$ cat config.mk
export PLATFORM = sky130hd
export DESIGN_NAME = prod_accumulator
export DESIGN_NICKNAME = d
export VERILOG_FILES = /design/src/rtl/prod_accumulator.sv
export SDC_FILE = /design/constraint.sdc
export NUM_CORES = 1
export LEC_CHECK = 0
export ABC_AREA = 1
export BUFFER_PORTS_ARGS = -buffer_cell sky130_fd_sc_hd__buf_2
export CAP_MARGIN = 20
export CORE_MARGIN = 10
export CORE_UTILIZATION = 49
export CTS_CLUSTER_SIZE = 40
export DETAILED_ROUTE_END_ITERATION = 6
export HOLD_SLACK_MARGIN = 0.06
export PLACE_DENSITY = 0.83
export SLEW_MARGIN = 10
export SYNTH_ARGS = -nofsm -noshare
export SYNTH_HDL_FRONTEND = slang
export SYNTH_SLANG_ARGS = --single-unit
$ cat constraint.sdc
create_clock -name clk -period 1.7 [get_ports clk]
set_input_delay 0.255 -clock clk [delete_from_list [all_inputs] [get_ports clk]]
set_output_delay 0.255 -clock clk [all_outputs]
set_load 0.05 [all_outputs]
$ cat src/rtl/prod_accumulator.sv
// prod_accumulator
//   Accumulates unsigned products from the 4x4 multiplier into a wide sum.
//   A group ends after LEN products or when in_last is seen on an accepted
//   product. The finished sum is held on a valid/ready output port until the
//   consumer takes it.
//
// Parameters
//   PW  : product width (matches the multiplier output)
//   AW  : accumulator / out_sum width, AW >= PW
//   LEN : products per group, 1..255
//
// Ports
//   clk, rst              : rising-edge clock, asynchronous active-high reset
//   in_valid/in_ready     : product handshake, in_prod data, in_last early close
//   out_valid/out_ready   : result handshake
//   out_sum               : group sum modulo 2^AW
//   out_cnt               : number of products in the group
//   out_ovf               : sticky carry out of bit AW-1 during the group
module prod_accumulator #(
  parameter int PW  = 8,
  parameter int AW  = 16,
  parameter int LEN = 4
) (
  input  logic          clk,
  input  logic          rst,
  input  logic          in_valid,
  output logic          in_ready,
  input  logic [PW-1:0] in_prod,
  input  logic          in_last,
  output logic          out_valid,
  input  logic          out_ready,
  output logic [AW-1:0] out_sum,
  output logic [7:0]    out_cnt,
  output logic          out_ovf
);

  typedef enum logic [1:0] {
    S_IDLE = 2'd0,
    S_ACC  = 2'd1,
    S_HOLD = 2'd2
  } state_t;

  state_t        r_state;
  state_t        w_next;
  logic [AW-1:0] r_acc;
  logic [7:0]    r_cnt;
  logic          r_ovf;

  logic          w_in_ready;
  logic          w_out_valid;
  logic          w_accept;
  logic          w_release;
  logic [AW:0]   w_sum;
  logic [7:0]    w_cnt_inc;
  logic          w_close;

  // One extra bit on the adder captures the carry that feeds the sticky flag.
  assign w_sum     = {1'b0, r_acc} + {{(AW + 1 - PW){1'b0}}, in_prod};
  assign w_cnt_inc = r_cnt + 8'd1;
  assign w_close   = in_last || (w_cnt_inc == 8'(LEN));
  assign w_accept  = w_in_ready && in_valid;
  assign w_release = w_out_valid && out_ready;

  always_ff @(posedge clk or posedge rst) begin
    if (rst) begin
      r_state <= S_IDLE;
    end else begin
      r_state <= w_next;
    end
  end

  always_comb begin
    w_next      = r_state;
    w_in_ready  = 1'b0;
    w_out_valid = 1'b0;
    case (r_state)
      S_IDLE, S_ACC: begin
        w_in_ready = 1'b1;
        if (in_valid) begin
          w_next = w_close ? S_HOLD : S_ACC;
        end
      end
      S_HOLD: begin
        w_out_valid = 1'b1;
        if (out_ready) begin
          w_next = S_IDLE;
        end
      end
      default: w_next = S_IDLE;
    endcase
  end

  always_ff @(posedge clk or posedge rst) begin
    if (rst) begin
      r_acc <= '0;
      r_cnt <= '0;
      r_ovf <= 1'b0;
    end else if (w_accept) begin
      r_acc <= w_sum[AW-1:0];
      r_cnt <= w_cnt_inc;
      r_ovf <= r_ovf | w_sum[AW];
    end else if (w_release) begin
      r_acc <= '0;
      r_cnt <= '0;
      r_ovf <= 1'b0;
    end
  end

  // Result fields read as zero whenever no result is being offered.
  assign in_ready  = w_in_ready;
  assign out_valid = w_out_valid;
  assign out_sum   = w_out_valid ? r_acc : '0;
  assign out_cnt   = w_out_valid ? r_cnt : '0;
  assign out_ovf   = w_out_valid & r_ovf;

endmodule
## Word-level counts from Yosys, hierarchy flattened

Index checks and enable logic that the tools add are counted.

- $add $sub $neg: 2
- Multipliers: 0
- Divide/modulo/power cells: 0
- Magnitude comparators: 0
- Equal/unequal tests: 5
- Shift-type cells: 0
- Multiplexer cells: 14
- Bitwise gates (word level): 2
- Reduce and logical (&&, ||, !) cells: 7

Operators by type and width:

| cell | count |
|---|---|
| two-way mux 16 bit | 3 |
| two-way mux 8 bit | 3 |
| adder 16 x 8 -> 17 bit | 1 |
| adder 8 x 1 -> 8 bit, second input constant | 1 |
| equality test 8 x 3 -> 1 bit, second input constant | 1 |
| two-way mux 2 bit | 3 |
| two-way mux 1 bit | 4 |
| inequality test 2 bit, second input constant | 2 |
| case mux 2 bit (2 select lines) | 1 |
| equality test 2 x 1 -> 1 bit, second input constant | 1 |
| equality test 2 bit, second input constant | 1 |
| logical AND 1 bit | 2 |
| zero test 2 bit | 1 |
| AND reduction 2 bit | 1 |
| nonzero test 2 bit | 1 |
| OR reduction 2 bit | 1 |
| bitwise AND 1 bit | 1 |
| logical OR 1 bit | 1 |
| OR 1 bit | 1 |

- Register bits after elaboration: 27
- Latch bits: 0
- RAM bits: 0
- Memory bits (read-only): 0
- Input port bits: 13
- Output and inout port bits: 27
- Logic and storage cells: 34
- Memories kept: 0

## Longest topological paths before layout

- Depth after elaboration: 6
- Gate-level depth with buffers: 12
- Gate-level depth less buffers: 12

## Worst setup path after synthesis

OpenSTA, ideal clock, no wires.

- Kind: register -> output
- Start point: reg r_state[1]
- End point: out out_cnt[0]
- Data arrival time: 2.015 ns
- Data required time: 1.445 ns
- Path slack: -0.570 ns
- Stages on the path, launching flop included: 6
- Path buffers: 1
- Cell sequence: dfrtp_1 inv_2 nor2_2 inv_1 buf_2 nor2_1

- Cells in the longest elaborated chain, start to end: 3

Ends and longest elaborated chain:

| element | RTL line | RTL |
|---|---|---|
| from (decl) | 43 | `state_t r_state;` |
| from (signal assigned) | 68 | `r_state <= w_next;` |
| equality test 2 bit | 76 | `case (r_state)` |
| two-way mux 1 bit | 76 |  |
| via out_valid | 30 | `output logic out_valid,` |
| two-way mux 8 bit | 113 | `assign out_cnt = w_out_valid ? r_cnt : '0;` |
| to (decl) | 33 | `output logic [7:0] out_cnt,` |

The timed path passes the listed nets, and every way through them passes these cells.

## Worst setup path in the final report

- Start point: reg r_acc[0]
- End point: reg r_acc[2]

- Cells in the longest elaborated chain, start to end: 2

Ends and longest elaborated chain:

| element | RTL line | RTL |
|---|---|---|
| from (decl) | 45 | `logic [AW-1:0] r_acc;` |
| from (signal assigned) | 99 | `r_acc <= w_sum[AW-1:0];` |
| adder 16 x 8 -> 17 bit | 58 | `assign w_sum = {1'b0, r_acc} + {{(AW + 1 - PW){1'b0}}, in_prod};` |
| two-way mux 16 bit | 98 | `end else if (w_accept) begin` |

Every way passes these cells.
A chain may end at the register's enable or synchronous reset.

==> impl_results.md <==
- Status: finished, violations left
- Failing checks: negative setup slack
- Sequential area share after synthesis: 35.5%
- # fillers: 317
- I/O pin count: 40
- Async SR Flop Fraction: 100%
- Worst Path Max Fanout: 2
- Part of the power in registers: 28.7%
- Avg WL per Cell: 13.5 um
- Post-synth top area share: 35.5%
- CP Class: reg -> reg
- Gr busiest metal: met2
- Tot GR Track Use: 14.6%
- Nets: 351
- Pins Over Slew Limit: 0
- H-tree levels: 1
- Grt ovf: 0
- Initial antenna violation count: 0
- Psw: 1790 uW
- Dpl ws: -29.0 ps
- RSZ-0062 raised after global routing: yes
- First DRT Iteration DRCs: 108
- Die ar.: 0.00678 sq mm
- Fin util: 69.5%
- Data arrival time at the worst-slack endpoint: 1890 ps
- Core Area: 0.00372 sq mm
- Slowest CP cell: dfrtp_1
- Final Hold Fails: 0
- DR DRC count: 0
- CP top delay family: buffers and inverters
- First-pass GRT wire length: 8.04 mm
- Routed wire length: 5.07 mm
- Syn. warnings: 0
- Slew @ Worst Pin: 391 ps
- Final WS setup: -33.2 ps
- Mapped Area: 0.00191 sq mm
- Final Setup Violations: 4
- Max VDD drop: 0.702 mV
- Clock Pin Slew Worst Setup and Hold Paths: 90 ps
- Reg2Reg Depth: 11
- Grt met3 use: 2.81%
- Period minus WS final: 1730 ps
- Combinational fraction of design power: 60.8%
- Die span in y: 82.4 um
- Total power: 3580 uW
- Critical path endpoint category: register
- Hold WC Path Type: in -> reg
- CTS root buf: clkbuf_8
- Post-synth top flop: dfrtp_1
- Worst Skew: 1.94 ps
- CP Depth: 11
- Detail Route Antenna Nets: 0
- EDFF count, synth: 0
- Cells after synthesis: 276
- TritonCTS Buffers: 3
- Vias per cell: 5.11
- Switching portion of total power: 50.0%
- CP bufs+invs: 7
- M1 GR Usage: 17.3%
- Most used cell, CP: buf_4
- Hold Crit Depth: 2
- Yosys cell types: 32
- Final worst-path cycle share: 102%
- Most frequent cells in the layout: 68 x nand2_1, 45 x inv_1, 27 x buf_4, 27 x dfrtp_1, 21 x nor2_4
- Vias in the first global route: 1842
- Max-cap violation count: 0
- I/O Buffers: 39
- Post-DP HPWL: 3.53 mm
- CP Launch Type: register
- Max incr delay on CP: 390 ps
- CP Data Required Time: 1860 ps
- Slew headroom: 73.7%
- Leading cell type in the layout, fill and taps excluded: nand2_1
- Maximum clock path buffer count: 2
- Average cell area after synthesis: 6.90 sq um
- RePlAce Congestion: 0.881
- Total vias in the final route: 1918
- Antenna diodes: 0
- Row count: 22
- Leakage: 0.00128 uW
- Layout cells sized above 1: 33.6%
- Area contributors post-synth: dfrtp_1 35%, nand2_1 14%, inv_1 9.5%, nor2_1 7.3%, ha_1 5.9%
- Number of synthesized register bits: 27
- CTS tree: done
- Clock power share: 10.5%
- CP Cell Sequence: ha_2 -> inv_2 -> fa_2 -> inv_2 -> buf_4 -> buf_4 -> buf_4 -> buf_4 -> buf_4 -> nor2_2 -> o22ai_1
- Initial DRT Pass Iterations: 4
- Worst-Skew Late Latency: 280 ps
- Cell area power density: 1390 mW/mm^2
- Fmax: 0.577 GHz
- Met2 usage in global routing: 26.1%
- Initial Utilization: 51.3%
- Largest net degree at the start of global routing: 28
- Mapped Nets: 299
- Area leader, netlist: dfrtp_1
- Internal power: 1790 uW
- Area Overhead vs Synth: 35.6%
- Die Span X: 82.4 um
- Clk sinks: 27
## path summary, 6_finish.rpt
kind	slack [ps]	end	start
setup reg to reg	-30	r_acc[2]	r_acc[0]
hold reg to reg	540	r_acc[10]	r_acc[10]
setup / recovery	-30	r_acc[2]	r_acc[0]
min in group asynchronous	580	r_cnt[0]	rst
max in group asynchronous	840	r_cnt[4]	rst
hold / removal	170	r_state[0]	in_valid
## Yosys cell counts (3+ instances only)
| cell | instances |
|---|---|
| nand4_1 | 4 |
| a21oi_1 | 5 |
| nand3_1 | 17 |
| nand3_2 | 3 |
| nor2_1 | 37 |
| nor2_2 | 3 |
| nand2_2 | 4 |
| buf_2 | 4 |
| o21ai_1 | 13 |
| inv_2 | 4 |
| nand2_1 | 69 |
| inv_1 | 48 |
| o22ai_1 | 7 |
| dfrtp_1 | 27 |
| ha_1 | 9 |
## worst register-to-register path: cells and delay by family, from the launching register on
family	cells	cell delay, ps
flops	1	390
simple gates	1	70
fa+ha+maj	2	360
buf+inv	7	700
compound gates	1	80
## cells by family (layout without fill, tap and decap cells)
family,after synthesis,after routing,share of synthesized area [%]
buffers and inverters,60,111,12.8
XOR/XNOR,2,2,0.919
AND/OR/NAND/NOR,144,144,33.4
adder cells (fa/ha/maj),10,10,6.96
flip-flops,27,27,35.5
AO/OA/AOI/OAI,33,33,10.4
## power by group through the flow
| stage | Clock [uW] | Combinational, uW | Sequential (uW) |
|---|---|---|---|
| 6_report | 377 | 2180 | 1030 |
| 5_1_grt | 407 | 2390 | 1060 |
| 4_1_cts | 388 | 2030 | 1020 |
| 3_5_place_dp | 0 | 1930 | 1030 |
| 3_3_place_gp | 0 | 1890 | 1020 |
| 2_1_floorplan | 0 | 1620 | 990 |
## metal layers
layer	share of wire, %	up-vias
li1	-	959
met1	41	899
met2	51	56
met3	7.4	4
met4	0.87	0
met5	0	-
## sequential cells by signal, summed over array words and instances (netlist names)
name,flops
r_acc,16
r_state,2
r_cnt,8
r_ovf,1
## layout make-up
type | instances | area [sq um] | share of cell area (%)
clock buffers | 4 | 45.0 | 1.74
inverters | 54 | 218 | 8.43
multi-input cells | 189 | 1180 | 45.7
flip-flops and latches | 27 | 676 | 26.2
well taps | 48 | 60.1 | 2.32
repair buffers | 52 | 393 | 15.2
repair inverters | 1 | 11.3 | 0.436
## per-stage QoR
step	std cells	setup TNS [ps]	hold WS, ps	area, sq um
final	375	-70.2	166	2580
after global routing	375	-994	179	2580
after CTS	372	-167	165	2440
after detailed placement	361	-64.3	342	2320
after global placement	361	0	333	2320
after floorplan	276	0	308	2090
## repair_timing
action	CTS	global route
endpoints found under the setup margin	31	37
gates resized for setup	8	57
hold buffers	1	0
buffers inserted	6	2
hold endpoints to repair	27	0
pin swaps	4	7
cloned	0	1
Note: power is estimated with default switching activity, not from simulation.
